$ cat config.mk
export PLATFORM = sky130hd
export DESIGN_NAME = mcu_fetch_unit
export DESIGN_NICKNAME = d
export VERILOG_FILES = /design/src/rtl/mcu_pkg.sv /design/src/rtl/mcu_fetch_unit.sv
export SDC_FILE = /design/constraint.sdc
export NUM_CORES = 1
export LEC_CHECK = 0
export ABC_AREA = 1
export CAP_MARGIN = 20
export CORE_ASPECT_RATIO = 1.25
export CORE_MARGIN = 4
export CORE_UTILIZATION = 48
export DETAILED_ROUTE_END_ITERATION = 16
export PLACE_DENSITY = 0.77
export SYNTH_ARGS = -nofsm -noshare
export SYNTH_HDL_FRONTEND = slang
export SYNTH_SLANG_ARGS = --single-unit
$ cat constraint.sdc
create_clock -name clk -period 1.4 [get_ports clk]
set_input_delay 0.14 -clock clk [delete_from_list [all_inputs] [get_ports clk]]
set_output_delay 0.14 -clock clk [all_outputs]
set_load 0.02 [all_outputs]
$ cat src/rtl/mcu_pkg.sv
// Shared definitions for the 16-bit MCU pipeline: opcode field layout and fetch FSM states.
package mcu_pkg;

  localparam logic [3:0] OPC_HALT = 4'hF;
  localparam int unsigned OPC_MSB = 15;
  localparam int unsigned OPC_LSB = 12;

  typedef enum logic {
    RUN    = 1'b0,
    HALTED = 1'b1
  } fetch_state_e;

  function automatic logic is_halt(input logic [3:0] opc);
    return opc == OPC_HALT;
  endfunction

endpackage

$ cat src/rtl/mcu_fetch_unit.sv
// Instruction fetch: owns the PC, drives a synchronous-read ROM and hands one
// instruction per cycle to decode under a valid/stall handshake.
module mcu_fetch_unit
  import mcu_pkg::*;
#(
  parameter int unsigned       ADDR_W   = 8,
  parameter int unsigned       INSTR_W  = 16,
  parameter logic [ADDR_W-1:0] RESET_PC = '0
) (
  input  logic               clk,
  input  logic               rst_n,
  output logic [ADDR_W-1:0]  imem_addr,
  input  logic [INSTR_W-1:0] imem_rdata,
  input  logic               branch_valid,
  input  logic [ADDR_W-1:0]  branch_target,
  input  logic               stall,
  output logic               instr_valid,
  output logic [INSTR_W-1:0] instr,
  output logic [ADDR_W-1:0]  pc_out,
  output logic               halted
);

  localparam logic [ADDR_W-1:0] PC_ONE = 1;

  fetch_state_e       state_q, state_d;
  logic [ADDR_W-1:0]  fetch_pc_q, fetch_pc_d;
  logic               pend_q, pend_d;
  logic [ADDR_W-1:0]  pend_pc_q, pend_pc_d;
  logic [INSTR_W-1:0] instr_q, instr_d;
  logic [ADDR_W-1:0]  pc_out_q, pc_out_d;
  logic               instr_valid_q, instr_valid_d;
  logic               halted_q, halted_d;

  logic run;
  logic advance;
  logic halt_acc;

  always_comb begin
    state_d       = state_q;
    fetch_pc_d    = fetch_pc_q;
    pend_d        = pend_q;
    pend_pc_d     = pend_pc_q;
    instr_d       = instr_q;
    pc_out_d      = pc_out_q;
    instr_valid_d = instr_valid_q;
    halted_d      = halted_q;

    run      = (state_q == RUN);
    advance  = run && !(instr_valid_q && stall);
    halt_acc = run && instr_valid_q && !stall && is_halt(instr_q[OPC_MSB:OPC_LSB]);

    // When not advancing, replay the held address so the ROM output stays aligned with pend_pc.
    if (run && branch_valid) begin
      imem_addr = branch_target;
    end else if (advance) begin
      imem_addr = fetch_pc_q;
    end else begin
      imem_addr = pend_pc_q;
    end

    if (run) begin
      if (branch_valid) begin
        pend_d        = 1'b1;
        pend_pc_d     = branch_target;
        fetch_pc_d    = branch_target + PC_ONE;
        instr_valid_d = 1'b0;
      end else if (halt_acc) begin
        state_d       = HALTED;
        halted_d      = 1'b1;
        instr_valid_d = 1'b0;
        pend_d        = 1'b0;
      end else if (advance) begin
        instr_d       = imem_rdata;
        pc_out_d      = pend_pc_q;
        instr_valid_d = pend_q;
        pend_pc_d     = fetch_pc_q;
        fetch_pc_d    = fetch_pc_q + PC_ONE;
        pend_d        = 1'b1;
      end
    end
  end

  always_ff @(posedge clk) begin
    if (!rst_n) begin
      state_q       <= RUN;
      fetch_pc_q    <= RESET_PC;
      pend_q        <= 1'b0;
      pend_pc_q     <= '0;
      instr_q       <= '0;
      pc_out_q      <= '0;
      instr_valid_q <= 1'b0;
      halted_q      <= 1'b0;
    end else begin
      state_q       <= state_d;
      fetch_pc_q    <= fetch_pc_d;
      pend_q        <= pend_d;
      pend_pc_q     <= pend_pc_d;
      instr_q       <= instr_d;
      pc_out_q      <= pc_out_d;
      instr_valid_q <= instr_valid_d;
      halted_q      <= halted_d;
    end
  end

  assign instr_valid = instr_valid_q;
  assign instr       = instr_q;
  assign pc_out      = pc_out_q;
  assign halted      = halted_q;

endmodule

==> results of run 1 <==
Yosys cell counts:
master    number
nand2_1       73
dfxtp_1       44
nor2_1        34
a21oi_1       31
o21ai_0       27
nand4_1       22
inv_1         20
o21ai_1       15
nand2_2        9
nand3_1        6
buf_2          5
buf_6          5
clkbuf_1       5
inv_2          4
buf_4          2
nand2_4        2
nand3_2        2
clkinv_1       1
ha_1           1
inv_4          1
nand3_4        1
nor2_2         1
nor2_4         1
nor3_1         1
nor3_2         1
o21a_1         1
or2_2          1
xnor2_1        1
sequential cells by signal (all words and copies together), names as in the netlist:
| register | flops |
|---|---|
| pc_out | 8 |
| pend_pc_q | 8 |
| pend_q | 1 |
| halted | 1 |
| state_q | 1 |
| fetch_pc_q | 8 |
| instr | 16 |
| instr_valid | 1 |
layer usage:
metal	global-route usage, %	up-vias	share of wire (%)	routed length, microns
li1	-	1249	-	-
met4	7.80	0	1.3	95
met5	0	-	0	0
met1	24.9	1192	37	2640
met3	4.04	9	6.9	491
met2	38.4	83	55	3880
logic make-up (layout without fill, tap and decap cells):
family                   after synthesis  after routing  share of synthesized area [%]
flip-flops                            44             44                           39.8
buffers and inverters                 43            140                           9.72
AND/OR/NAND/NOR                      154            154                           32.7
AO/OA/AOI/OAI                         74             74                           16.8
adder cells (fa/ha/maj)                1              1                          0.565
XOR/XNOR                               1              1                          0.396
timing repair:
item	4_1_cts	5_1_grt
buffers inserted	5	6
gates resized for setup	76	80
hold buffers	0	0
gates cloned	1	3
pin swaps	4	13
endpoints found under the setup margin	54	68
worst max-delay path by stage:
stage / to / slack (ns) / cells past startpoint
after floorplan: imem_addr[7] / -0.02 / 7
after global placement: imem_addr[3] / -0.54 / 8
after detailed placement: imem_addr[4] / -0.57 / 8
after CTS: imem_addr[1] / -0.09 / 7
after global routing: imem_addr[2] / -0.17 / 7
final: fetch_pc_q[1]$_SDFFE_PN0P_ / -0.09 / 9
critical path, stage by stage (launching register included):
cell,delay (ns)
dfxtp_2,0.34
inv_4,0.07
nand2_4,0.07
buf_12,0.15
buf_4,0.14
nand2_2,0.08
nand2_4,0.07
buf_4,0.14
o21ai_0,0.21
nor2_1,0.08
power by group through the flow:
stage,logic (mW),clock network [mW],registers [mW]
finish,0.812,1.00,1.38
global placement,0.688,0,1.40
global route,0.873,1.09,1.39
CTS,0.720,1.02,1.37
detailed placement,0.697,0,1.40
floorplan,0.332,0,1.44
area by class of cell:
class / instances / area [sq um] / share of cell area (%)
Clock buffer: 5 / 68.8 / 1.91
Clock inverter: 3 / 46.3 / 1.28
Tap cell: 58 / 72.6 / 2.01
Timing Repair Buffer: 106 / 1110 / 30.9
Sequential cell: 44 / 886 / 24.6
Multi-Input combinational cell: 230 / 1310 / 36.3
Inverter: 26 / 108 / 2.99
==> results.md, run 1 <==
- Worst path required time: between 1.5 and 2 ns
- Seq pwr share: 43.3%
- Clk slew on worst S/H paths: ~0.09 ns
- H-tree levels: 2
- Min-delay worst type: in2reg
- Violated checks: negative setup slack
- Initial Utilization: 50.0%
- Die H: 83.9 microns
- Max Cap Viol: 0
- Hold endpoint: instr[6]$_SDFFE_PN0P_
- Final min period: 1.49 ns
- CP endpoint kind: flop
- Rows: 27
- Diodes inserted: 0
- TNS Setup: -1.25 ns
- Num CTS Buffers: 5
- Initial DRC count: 99
- Final setup fails: 29
- Routed WL per cell: 15.1 microns
- Filler cells: between 200 and 300
- Avg Cell Area, Syn: 6.99 sq um
- Clock power frac: 31.3%
- Count of cell types in the netlist: 28
- Synthesized cell area: 0.00221 sq mm
- Pre-antenna DRT Iters: 4
- Drt total wl: 7110 microns
- Switch Pwr: 943 uW
- Io pins: 62
- Die X: 68.8 microns
- CTS Root Cell: clkbuf_8
- DR vias: between 2000 and 3000
- CTS tree: done
- DP Area: 0.00308 sq mm
- Final Wtd Congestion: 0.917
- Slew margin rel.: 78.7%
- Largest net degree at the start of global routing: 26
- Commonest non-fill, non-tap cell in the layout: nand2_1
- Final Total Pwr: approximately 3.2 mW
- Worst-skew pair later-pin latency: roughly 0.30 ns
- CORE AREA: about 0.0044 sq mm
- Slew at the pin with the worst max-slew slack: 0.320 ns
- Synth area leader: dfxtp_1
- R2R depth: 9
- Pre-CTS setup slack: -0.570 ns
- Final worst-path cycle share: 107%
- Worst-path fanout max: 11
- Hold Path Depth: 3
- Area growth, synth to finish: 62.7%
- Sequential area share after synthesis: 39.8%
- Worst R2R End: fetch_pc_q[1]$_SDFFE_PN0P_
- Final worst slack: -0.0922 ns
- Post-Syn Instances: 317
- WS Path Type: reg2reg
- Hold WS: 0.428 ns
- P_int: 2.25 mW
- Total Routing Usage GR: a little over a fifth
- Layout cells sized above 1: 33.8%
- Placed cell count: 450
- Pwr dens: approximately 900 mW/mm^2
- Vias in the first global route: 2224
- Yosys reg bits: 44
- Worst vdd ir: between 0.6 and 0.7 mV
- Clock skew: 0.00556 ns
- GRT overflow: 0
- Final core occ: ~81%
- Final ANT Viol Nets: 0
- Die area: slightly below 0.006 sq mm
- Post-Syn Nets: between 300 and 400
- RSZ-0062 raised after global routing: true
- Synth area leaders: dfxtp_1 (40%), nand2_1 (12%), a21oi_1 (7.0%)
- Initial antenna violation count: 0
- Worst reg2reg setup slack: -0.09 ns
- FF-to-FF Start: state_q$_SDFF_PN0_
- Crit path DAT: approximately 1.7 ns
- Switching share of power: between 20 and 30%
- Most frequent cells in the layout: nand2_1 (51), dfxtp_1 (40), nor2_1 (33), buf_4 (33), nand2_2 (28)
- Comb pwr share: about a quarter
- Port Buffers: 61
- Final Instance Area: 0.00360 sq mm
- Clk sinks: 44
- Fin. Hold Viols: 0
- HPWL Detailed: around 4300 microns
- Worst setup SP type: flop
- NumNets Final: 442
- First-pass GRT wire length: about 9800 microns
- Final Max Tran Viols: 0
- YS warnings: 0
- Hold Path Origin: imem_rdata[6]
- Cell Count, Final, Fillers Out: 472
- Residual DRC: 0
- Avg Vias per Cell: 5.37
- Setup crit start: state_q$_SDFF_PN0_
- Max Root-Sink Buffers: 2
- Status: finished with violations
- Leakage: ~1.8 nW
- Maximum clock frequency: 670 MHz
- Top-area cell type share of the netlist area: 39.8%
Power figures use the tool's default switching activity.
==> run 2: changes to the inputs <==
--- a/config.mk
+++ b/config.mk
@@ -5,13 +5,13 @@
 export SDC_FILE = /design/constraint.sdc
 export NUM_CORES = 1
 export LEC_CHECK = 0
-export ABC_AREA = 1
+export ABC_AREA = 0
 export CAP_MARGIN = 20
 export CORE_ASPECT_RATIO = 1.25
 export CORE_MARGIN = 4
-export CORE_UTILIZATION = 48
+export CORE_UTILIZATION = 52
 export DETAILED_ROUTE_END_ITERATION = 16
-export PLACE_DENSITY = 0.77
+export PLACE_DENSITY = 0.83
 export SYNTH_ARGS = -nofsm -noshare
 export SYNTH_HDL_FRONTEND = slang
 export SYNTH_SLANG_ARGS = --single-unit
==> constraint.sdc (replaced) <==
create_clock -name clk -period 1.86 [get_ports clk]
set_input_delay 0.186 -clock clk [delete_from_list [all_inputs] [get_ports clk]]
set_output_delay 0.186 -clock clk [all_outputs]
set_load 0.02 [all_outputs]
==> run 2 against run 1 <==
The flow now finishes without violations. Via count shrank 9.2%. Largest power group unchanged. First-iteration DRC count grew 65%. Final area shrank 10%. Sequential power shrank 25%. Critical path depth shrank 2. Non-clock buffer count shrank 8. Sequential share of layout area grew 2.7 points. Utilization shrank 3.2 points. Clock-buffer cell count grew 1.
==> results.md, run 2 <==
- Status: finished, final reports clean
- Residual DRC: 0
- Worst Path Buf+Inv: 4
- Setup crit start: stall
- Total Routing Usage GR: 23.0%
- Worst-skew pair later-pin latency: approximately 0.29 ns
- Diodes inserted: 0
- GRT overflow: 0
- CP max stage delay: 0.44 ns
- DR vias: 2301
- H-tree levels: 2
- EDFF count, synth: 0
- Avg Cell Area, Syn: between 8 and 9 sq um
- DP Area: 0.00309 sq mm
- Switching share of power: 26.5%
- CP endpoint kind: output port
- Synthesized cell area: 0.00225 sq mm
- Most frequent cells in the layout: nand2_1 (61), clkdlybuf4s50_1 (53), dfxtp_1 (44)
- Clk sinks: 44
- Filler cells: 299
- Max Root-Sink Buffers: 2
- Final Wtd Congestion: 0.901
- Avg Vias per Cell: between 5 and 6
- Pre-antenna DRT Iters: 4
- Count of cell types in the netlist: 49
- Max FFs per register: 16
- Slew at the pin with the worst max-slew slack: 0.454 ns
- Crit path DAT: roughly 1.6 ns
- Rows: 26
- Fin. Hold Viols: 0
- Final worst-path cycle share: a little over nine tenths
- Post-Syn Instances: between 200 and 300
- CORE AREA: approximately 0.0041 sq mm
- Sequential area share after synthesis: about two fifths
- Layout cells sized above 1: between 15 and 20%
- Worst setup SP type: input pin
- Post-Syn Nets: roughly 300
- Initial DRC count: 163
- Routed WL per cell: between 10 and 15 microns
- Worst-path fanout max: 5
- Met3 usage: 4.51%
- Yosys reg bits: 44
- WS Path Type: in2out
- Crit path max-delay family: buffers and inverters
- Final Total Pwr: 2.22 mW
- Synth area leaders: dfxtp_1 (39%), nand2_1 (10%), a21boi_0 (7.7%)
- Final core occ: between 70% and 80%
- Synth area leader: dfxtp_1
- Max Cap Viol: 0
- Initial Utilization: 54.4%
- Ys flop type: dfxtp_1
- Vias in the first global route: 2151
- Final min period: 1.78 ns
- Clock skew: ~0.0073 ns
- Die area: 0.00544 sq mm
- P_int: 1.64 mW
- Port Buffers: 61
- Clk slew on worst S/H paths: 0.08 ns
- Final setup fails: 0
- Met1 GRT Util: 25.8%
- Largest net degree at the start of global routing: 39
- Clock power frac: 31.7%
- Io pins: 62
- Busiest layer in global routing: met2
- Initial antenna violation count: 0
- Highest-delay cell along the critical path: clkdlybuf4s50_1
- Hold Path Origin: pc_out[6]$_SDFFE_PN0P_
- Hold_buf cts: 0
- Num CTS Buffers: 5
- Drt total wl: 6130 microns
- Min-delay worst type: reg2reg
- Seq pwr share: approximately 47%
- YS warnings: 0
- NumNets Final: about 390
- Most frequent cells after synthesis: nand2_1 (61), dfxtp_1 (44), a21boi_0 (23)
- Die X: 66.8 microns
- FF-to-FF Start: fetch_pc_q[0]$_SDFFE_PN0P_
- Top-area cell type share of the netlist area: just under 40%
- Die H: 81.5 microns
- Maximum clock frequency: 561 MHz
- First-pass GRT wire length: 9610 microns
- Worst path required time: 1.67 ns
- Worst vdd ir: 0.455 mV
- Top-count cell post-synth: nand2_1
- Final Max Tran Viols: 0
- Leakage: approximately 1.3 nW
- Area growth, synth to finish: 43.9%
- Met2 Use GR: 42.0%
- Final ANT Viol Nets: 0
- Slew margin rel.: between 60% and 70%
- CTS tree: done
- CTS Root Cell: clkbuf_8
- HPWL Detailed: 4440 microns
- Final Instance Area: 0.00323 sq mm
- Commonest non-fill, non-tap cell in the layout: nand2_1
- Pwr dens: 688 mW/mm^2
- CP Cell Sequence: clkdlybuf4s50_1 > a21oi_2 > buf_6 > buf_4 > mux2i_1 > a21boi_0 > buf_2
- Comb pwr share: 21.4%
- RSZ-0062 raised after global routing: false
- Switch Pwr: 588 uW
- Worst reg2reg setup slack: between 0.2 and 0.3 ns
- Post-synthesis async set-or-reset flop share: 0%
[run 2: changes by cell type after synthesis, moves of 12 or more]
cell / delta
nand2_1: -12
o21ai_1: -15
a21boi_0: +23
nand4_1: -19
nor2_1: -23
inv_1: -13
a21oi_1: -19
o21ai_0: -16
mux2i_1: +13
[run 2: through the flow]
step	TNS, ns	worst slack (ns)	std cells	hold WS [ns]
6_report	0	0.0759	413	0.455
5_1_grt	0	0.0112	413	0.463
4_1_cts	-0.0300	-0.0300	413	0.445
3_5_place_dp	-4.24	-0.284	401	0.449
3_3_place_gp	-3.21	-0.259	401	0.440
2_1_floorplan	0	0.00146	272	0.331
[run 2: final timing paths]
| path | to | cells after the start |
|---|---|---|
| worst max-delay path | imem_addr[5] | 7 |
| worst min-delay path | pc_out[6]$_SDFFE_PN0P_ | 2 |
| worst max register to register | fetch_pc_q[6]$_SDFFE_PN0P_ | 7 |
| worst min register to register | pc_out[6]$_SDFFE_PN0P_ | 2 |
[run 2: kinds of logic (layout without fill, tap and decap cells)]
kind of cell | after synthesis | after routing | synth area share, %
muxes | 14 | 14 | 6.29
xor gates and xnor gates | 2 | 2 | 0.780
AOI/OAI and AO/OA | 85 | 85 | 28.5
DFF | 44 | 44 | 39.2
and+or+nand+nor | 97 | 97 | 19.0
buffers and inverters | 29 | 114 | 5.68
adders and majority gates | 1 | 1 | 0.557
[run 2: cell type report]
class,count,area (sq um),share of cell area [%]
clock buffers,6,72.6,2.24
clock inverters,2,35.0,1.08
well taps,56,70.1,2.17
repair buffers,98,872,27.0
flip-flops and latches,44,881,27.2
multi-input cells,199,1270,39.4
inverters,8,30.0,0.929
[run 2: power by group through the flow]
stage | combinational [mW] | clock [mW] | sequential [mW]
final | 0.476 | 0.706 | 1.04
after global routing | 0.516 | 0.757 | 1.05
after CTS | 0.477 | 0.723 | 1.04
after detailed placement | 0.477 | 0 | 1.06
after global placement | 0.468 | 0 | 1.06
after floorplan | 0.219 | 0 | 1.08
[run 2: tightest hold or removal path, cell delays in order, from the launching register on]
cell	delay, ns
dfxtp_1	0.31
nand2_1	0.05
a21boi_1	0.05
[run 2: routing by layer]
metal / routed length (microns) / vias to the layer above / part of all wire [%]
li1: - / 1129 / -
met4: 133 / 0 / 2.2
met1: 2440 / 1063 / 40
met2: 3150 / 95 / 51
met3: 403 / 14 / 6.6
met5: 0 / - / 0
[run 2: what timing repair did]
item / 4_1_cts / 5_1_grt
cloned: 0 / 0
pin swaps: 0 / 1
setup endpoints to repair: 8 / 13
resized for setup: 22 / 15
setup buffers: 4 / 0
==> run 3: changes to the inputs <==
--- a/config.mk
+++ b/config.mk
@@ -11,7 +11,7 @@
 export CORE_MARGIN = 4
 export CORE_UTILIZATION = 52
 export DETAILED_ROUTE_END_ITERATION = 16
-export PLACE_DENSITY = 0.83
+export PLACE_DENSITY = 0.86
 export SYNTH_ARGS = -nofsm -noshare
 export SYNTH_HDL_FRONTEND = slang
 export SYNTH_SLANG_ARGS = --single-unit
==> run 3 against run 2 <==
Wire length up 9.6%. Die area unchanged. Sequential share of layout area down 0.56 points. Clock-buffer cell count unchanged. Maximum frequency down 3.0%. Worst setup slack worse by 0.055 ns. First-iteration DRC count down 2.5%.
==> results.md, run 3 (synthesized netlist as in run 2, its figures left out) <==
- Max FFs per register: 16
- Layout cells sized above 1: a little over a fifth
- Die H: just over 80 microns
- Avg Vias per Cell: between 5 and 6
- Cell Count, Final, Fillers Out: 422
- Max Root-Sink Buffers: 2
- Die area: ~0.0054 sq mm
- DR vias: 2395
- Final Max Tran Viols: 0
- Pwr dens: 683 mW/mm^2
- Total Routing Usage GR: 24.3%
- WS Path Type: in2out
- Fin. Hold Viols: 0
- Worst path required time: 1.67 ns
- Die X: 66.8 microns
- Final ANT Viol Nets: 0
- Drt total wl: 6720 microns
- Placed cell count: 408
- CP endpoint kind: output port
- Residual DRC: 0
- Final worst slack: 0.0214 ns
- Status: finished, final reports clean
- Max Cap Viol: 0
- CORE AREA: 0.00413 sq mm
- Min-delay worst type: in2reg
- Final core occ: 80.0%
- CTS Root Cell: clkbuf_8
- Rows: 26
- Setup crit start: stall
- Hold Path Origin: imem_rdata[10]
- Area growth, synth to finish: 47.1%
- Slew margin rel.: between 50% and 60%
- Routed WL per cell: 15.9 microns
- Worst-skew pair later-pin latency: 0.29 ns
- Pre-CTS setup slack: -0.245 ns
- Crit path DAT: 1.65 ns
- First-pass GRT wire length: 10100 microns
- Io pins: 62
- Largest net degree at the start of global routing: 31
- TNS Setup: 0 ns
- Worst reg2reg setup slack: 0.10 ns
- FF-to-FF Start: fetch_pc_q[0]$_SDFFE_PN0P_
- Hold endpoint: instr[10]$_SDFFE_PN0P_
- Clock skew: 0.00731 ns
- Clk slew on worst S/H paths: 0.07 ns
- RSZ-0062 raised after global routing: true
- Port Buffers: around 60
- GRT overflow: 0
- Final Wtd Congestion: 1.00
- Final min period: 1.84 ns
- R2R depth: 7
- CTS tree: done
- Num CTS Buffers: 5
- Vias in the first global route: 2190
- Final setup fails: 0
- Hold WS: 0.455 ns
- Hold Path Depth: 3
- Worst-path fanout max: 4
- Most frequent cells in the layout: nand2_1 (61), clkdlybuf4s50_1 (53), buf_4 (44)
- Maximum clock frequency: 544 MHz
- Initial antenna violation count: 0
- Worst setup SP type: input pin
- Worst R2R End: fetch_pc_q[4]$_SDFFE_PN0P_
- Initial Utilization: a little over half
- Diodes inserted: 0
- Commonest non-fill, non-tap cell in the layout: nand2_1
- Pre-antenna DRT Iters: 4
- H-tree levels: 2
- Worst vdd ir: 0.454 mV
- HPWL Detailed: 4690 microns
- Leakage: 1.32 nW
- Initial DRC count: 159
- NumNets Final: 394
- Final worst-path cycle share: a little over nine tenths
- Slew at the pin with the worst max-slew slack: 0.616 ns
- Clk sinks: 44
-- run 3: stage by stage --
| step | instance area [sq um] | total power [mW] |
|---|---|---|
| detailed placement | 3150 | 1.55 |
| global placement | 3150 | 1.54 |
| CTS | 3260 | 2.25 |
| finish | 3310 | 2.26 |
| floorplan | 2260 | 1.30 |
| global route | 3310 | 2.36 |
-- run 3: area by class of cell --
class / instances / area (sq um)
multi-input cells: 199 / 1280
fillers: 300 / 826
clock inverters: 2 / 35.0
flip-flops and latches: 44 / 882
repair buffers: 107 / 937
clock buffers: 6 / 72.6
well taps: 56 / 70.1
inverters: 8 / 30.0
-- run 3: how the worst max path moves through the flow --
| stage | end | depth (start not counted) |
|---|---|---|
| floorplan | fetch_pc_q[4]$_SDFFE_PN0P_ | 10 |
| global placement | imem_addr[7] | 6 |
| detailed placement | imem_addr[7] | 6 |
| CTS | imem_addr[6] | 5 |
| global route | fetch_pc_q[4]$_SDFFE_PN0P_ | 7 |
| finish | imem_addr[6] | 7 |
-- run 3: worst max-delay path: stages --
cell and delay, ns:
clkdlybuf4s50_1 0.45, a21oi_2 0.21, buf_4 0.20, buf_4 0.13, mux2i_2 0.21, a21oi_1 0.09, clkbuf_2 0.17
-- run 3: layer usage --
metal  track usage [%]  part of all wire, %
met5                 0                    0
met4              9.15                  3.5
met3              4.24                  7.8
met2              44.6                   52
met1              27.6                   37
-- run 3: power by group --
group,internal (mW),switching [mW]
Sequential,0.994,0.0491
Clock,0.399,0.314
Combinational,0.254,0.247
-- run 3: repair_timing --
item / in CTS / in global routing
hold buffers: 0 / 0
cloned: 0 / 1
pin swaps: 0 / 2
hold endpoints to repair: 0 / 0
buffers inserted: 0 / 5
endpoints found under the setup margin: 8 / 10
gates resized for setup: 13 / 25
